$ cat src/rtl/machina_pkg.sv
// Shared state encoding and fixed-point constants for the machina datapath blocks.
package machina_pkg;

  typedef enum logic [2:0] {
    ARG = 3'd0,
    ACT = 3'd1,
    RES = 3'd2,
    ERR = 3'd3,
    FBK = 3'd4
  } state_t;

  // Q0.8 activation midpoint and full-scale code
  localparam int OFFSET     = 128;
  localparam int FULL_SCALE = 255;

endpackage

$ cat src/rtl/transfer.sv
// Piecewise-linear sigmoid: Q8.8 sum -> clamped Q0.8 activation, plus the backward delta err*slope.
// One operand in flight; res appears 2 cycles after arg ack, every stb holds until acked.
module transfer
  import machina_pkg::*;
#(
  parameter int SHIFT = 2
) (
  input  logic        clk,
  input  logic        rst,
  input  logic        en,
  input  logic        arg_stb,
  input  logic [15:0] arg_dat,
  output logic        arg_rdy,
  output logic        res_stb,
  output logic [7:0]  res_dat,
  input  logic        res_rdy,
  input  logic        err_stb,
  input  logic [15:0] err_dat,
  output logic        err_rdy,
  output logic        fbk_stb,
  output logic [15:0] fbk_dat,
  input  logic        fbk_rdy
);

  localparam logic [7:0] SLOPE = 8'(1 << (8 - SHIFT));

  state_t             state;
  logic [15:0]        x;
  logic [7:0]         deriv;
  logic signed [16:0] t;
  logic signed [23:0] prod;
  logic               lo;
  logic               hi;

  assign arg_rdy = (state == ARG);
  assign err_rdy = (state == ERR);

  assign t    = ($signed({x[15], x}) >>> SHIFT) + $signed(17'(OFFSET));
  assign lo   = t[16];
  assign hi   = (t > $signed(17'(FULL_SCALE)));
  // Both operands widened to 24 bits so the product is not truncated early
  assign prod = $signed({{8{err_dat[15]}}, err_dat}) * $signed({16'b0, deriv});

  always_ff @(posedge clk) begin
    if (rst) begin
      state   <= ARG;
      x       <= '0;
      deriv   <= '0;
      res_stb <= 1'b0;
      res_dat <= '0;
      fbk_stb <= 1'b0;
      fbk_dat <= '0;
    end else begin
      case (state)
        ARG: if (arg_stb) begin
          x     <= arg_dat;
          state <= ACT;
        end
        ACT: begin
          res_dat <= lo ? 8'd0 : (hi ? 8'(FULL_SCALE) : t[7:0]);
          deriv   <= (lo || hi) ? 8'd0 : SLOPE;
          res_stb <= 1'b1;
          state   <= RES;
        end
        RES: if (res_rdy) begin
          res_stb <= 1'b0;
          state   <= en ? ERR : ARG;
        end
        ERR: if (err_stb) begin
          fbk_dat <= prod[23:8];
          fbk_stb <= 1'b1;
          state   <= FBK;
        end
        FBK: if (fbk_rdy) begin
          fbk_stb <= 1'b0;
          state   <= ARG;
        end
        default: state <= ARG;
      endcase
    end
  end

endmodule

$ cat config.mk
export PLATFORM = sky130hd
export DESIGN_NAME = transfer
export DESIGN_NICKNAME = d
export VERILOG_FILES = /design/src/rtl/machina_pkg.sv /design/src/rtl/transfer.sv
export SDC_FILE = /design/constraint.sdc
export NUM_CORES = 1
export LEC_CHECK = 0
export CAP_MARGIN = 20
export CORE_MARGIN = 8
export CORE_UTILIZATION = 40
export CTS_CLUSTER_SIZE = 20
export DETAILED_ROUTE_END_ITERATION = 8
export PLACE_DENSITY = 0.76
export SLEW_MARGIN = 20
export SYNTH_ARGS = -nofsm -noshare
export SYNTH_HDL_FRONTEND = slang
export SYNTH_SLANG_ARGS = --single-unit
$ cat constraint.sdc
create_clock -name clk -period 1.4 [get_ports clk]
set_input_delay 0.21 -clock clk [delete_from_list [all_inputs] [get_ports clk]]
set_output_delay 0.21 -clock clk [all_outputs]
set_load 0.05 [all_outputs]
==> out/results.ini, run 1 <==
[run_status]
outcome=complete, but fails checks
violations=setup timing

[grt]
gr-usage-all-layers_pct=16.8
grt_max_degree=20
antenna_found_initial=0
grt_pass1_wl_mm=9.94
grt_pass1_vias=2046
gr-total-overflow=0

[synth]
synth_top_flop_cell=dfxtp_1
synth_xor_area_share_pct=0.476
synth_edf_count=0
yosys.area_share.simple_pct=25.6
synthAdderAreaFrac_pct=1.36
synth_cells=222
async_flop_share_pct=0
ys_types=37
synth.area.mux_share_pct=0
synthesis.nets=263
synth_area_um2=1840
synth_top_family_by_area=simple AND/OR/NAND/NOR gates
syn_area_per_cell_um2=8.29
synth_compound_area_share_pct=21.1
ys_ff_latch=42
seq_area_frac_synth_pct=45.7
yosysWarnings=0

[floorplan]
die_w_um=83.8
num_rows=24
die_height_um=83.8
core_area_um2=4380
die_area_um2=7030
io_pins=67
start_util_pct=42.0

[cells_and_area]
drive_gt1_share_pct=33.7
area.growth.synth_to_final_pct=77.0
fin_util_pct=74.3
num-nets-final=344
nFillCells=282
layout_common_cells=nand2_1 (54), dfxtp_1 (35), a21oi_1 (34), clkdlybuf4s50_1 (34), buf_12 (29)
seq_area_um2=855
multi_input_area_um2=1080
final_common_cell=nand2_1
antenna_cells=0

[timing]
fin_crit_sh_pct=108
fmax_mhz=661
slew_violations=0
min_period_ps=1510
hold_viol=0
worst_pin_slew_ps=357
rsz0062_at_grt=yes
fin_ws_ps=-114
clock_skew_ps=10.2
setup_violations=10
fin_tns_setup_ps=-869
relSlewSlack_pct=76.2

[route]
drtAntennaViolNets=0
vias=2008
drtIter0Drc=146
dr.pass1.iters=4
drcViolationCount=0
wl_per_cell_um=17.7
totalWireLength_mm=6.27
drt-vias-per-instance=5.66

[worst_setup_path]
crit_required_ps=1570
crit_type=reg2reg
r2r-end=res_dat[0]
reg2reg_slack_ps=-110
crit_fanout=6
crit_path_end_kind=flop
arrival_ps=1680
r2r_start=x[9]
startpoint_type=flop
rr_worst_depth=5

[place]
portBuffers=62
hpwl_mm=4.04
place_congestion=0.813

[power_and_ir_drop]
p_comb_share_pct=26.0
fin_total_pwr_mw=3.13
p_clk_share_pct=31.3
p_int_mw=2.24
power_leakage_nw=1.20
p_sw_share_pct=28.4
pwr-share-seq_pct=42.7
p_sw_mw=0.888
ir_worst_vdd_uv=657
power.density_nw_per_um2=960

[worst_hold_path]
hp-class=in2reg
holdPathStages=3
hold_end=x[12]
hold_path_startpoint=arg_dat[12]

[clock_tree]
cts_root_buffer=clkbuf_8
max-clock-path-buffers=2
cts_buffers=5
clock_latency_ps=300
htree_levels=2
cts.clk_slew.worst_paths_ps=70
cts_tree=built
clock_sinks=42
cts_hold_buf=0

[job]
drv_cap=0

power groups by stage:
stage               logic [mW]  clock network (mW)  registers (mW)
CTS                      0.760               0.982            1.32
detailed placement       0.675                   0            1.34
finish                   0.813               0.979            1.33
global placement         0.663                   0            1.34
floorplan                0.291                   0            1.40
global route             0.863                1.03            1.34
worst max-delay path by stage:
stage             start  slack [ps]  cells after the start          to
5_1_grt            x[9]        -140                      5  res_dat[0]
2_1_floorplan  state[1]        -150                      6        x[6]
3_3_place_gp       x[9]        -120                      6  res_dat[7]
3_5_place_dp       x[9]        -180                      6  res_dat[0]
4_1_cts            x[9]        -100                      5  res_dat[0]
6_report           x[9]        -110                      5  res_dat[0]
registers in the layout (all words and copies together), names as in the netlist:
name	cells
fbk_dat	14
x	14
res_dat	8
fbk_stb	1
state	3
res_stb	1
deriv	1
layout make-up:
cell class | instances | share of cell area (%)
clock buffers | 6 | 2.54
inverters | 3 | 0.346
multi-input cells | 162 | 33.2
well taps | 52 | 2.00
clock inverters | 1 | 0.922
repair buffers | 89 | 34.7
flip-flops and latches | 42 | 26.2
Yosys cell counts, types with 3 or more instances:
| library cell | instances | area [um^2] |
|---|---|---|
| a21oi_1 | 34 | 170 |
| a221oi_1 | 16 | 140 |
| and2_1 | 3 | 18.8 |
| buf_2 | 4 | 20.0 |
| buf_4 | 3 | 22.5 |
| clkbuf_1 | 8 | 30.0 |
| dfxtp_1 | 42 | 841 |
| inv_1 | 3 | 11.3 |
| nand2_1 | 56 | 210 |
| nand3_1 | 17 | 85.1 |
| nor2_1 | 3 | 11.3 |
| nor3_1 | 4 | 20.0 |
critical path, cell delays in order, from the launching register on:
cell and delay (ps):
dfxtp_4 370, ha_4 170, or3_4 340, a211oi_4 260
buf_6 180, a221oi_2 60
layer usage:
metal | share of wire [%] | vias to the layer above | GRT usage (%)
li1 | - | 955 | -
met1 | 38 | 939 | 17.1
met2 | 48 | 91 | 28.9
met3 | 10 | 23 | 8.01
met4 | 4.2 | 0 | 6.12
met5 | 0 | - | 0
through the flow:
| step | worst slack, ps | hold slack, ps | cell area (um^2) | cells |
|---|---|---|---|---|
| final | -114 | 459 | 3260 | 355 |
| after global routing | -142 | 484 | 3260 | 355 |
| after CTS | -102 | 449 | 3200 | 354 |
| after detailed placement | -178 | 468 | 2930 | 345 |
| after global placement | -123 | 456 | 2930 | 345 |
| after floorplan | -148 | 346 | 1870 | 222 |
cell families (layout without fill, tap and decap cells):
kind of cell	after synthesis	after routing
simple gates	99	100
compound gates	58	59
flops	42	42
buf+inv	20	99
fa+ha+maj	2	2
xor+xnor	1	1
what timing repair did:
item                                    in CTS  in global routing
gates cloned                                 1                  1
gates resized for setup                     30                 10
setup buffers                                1                  0
pin swaps                                   14                  5
endpoints found under the setup margin      11                 25
(Power assumes the default switching activity.)
==> run 2, diff against run 1 <==
- CTS_CLUSTER_SIZE: 20 -> default
==> results of run 2 <==
No change in the layout: final DEF, timing and power equal those of run 1.
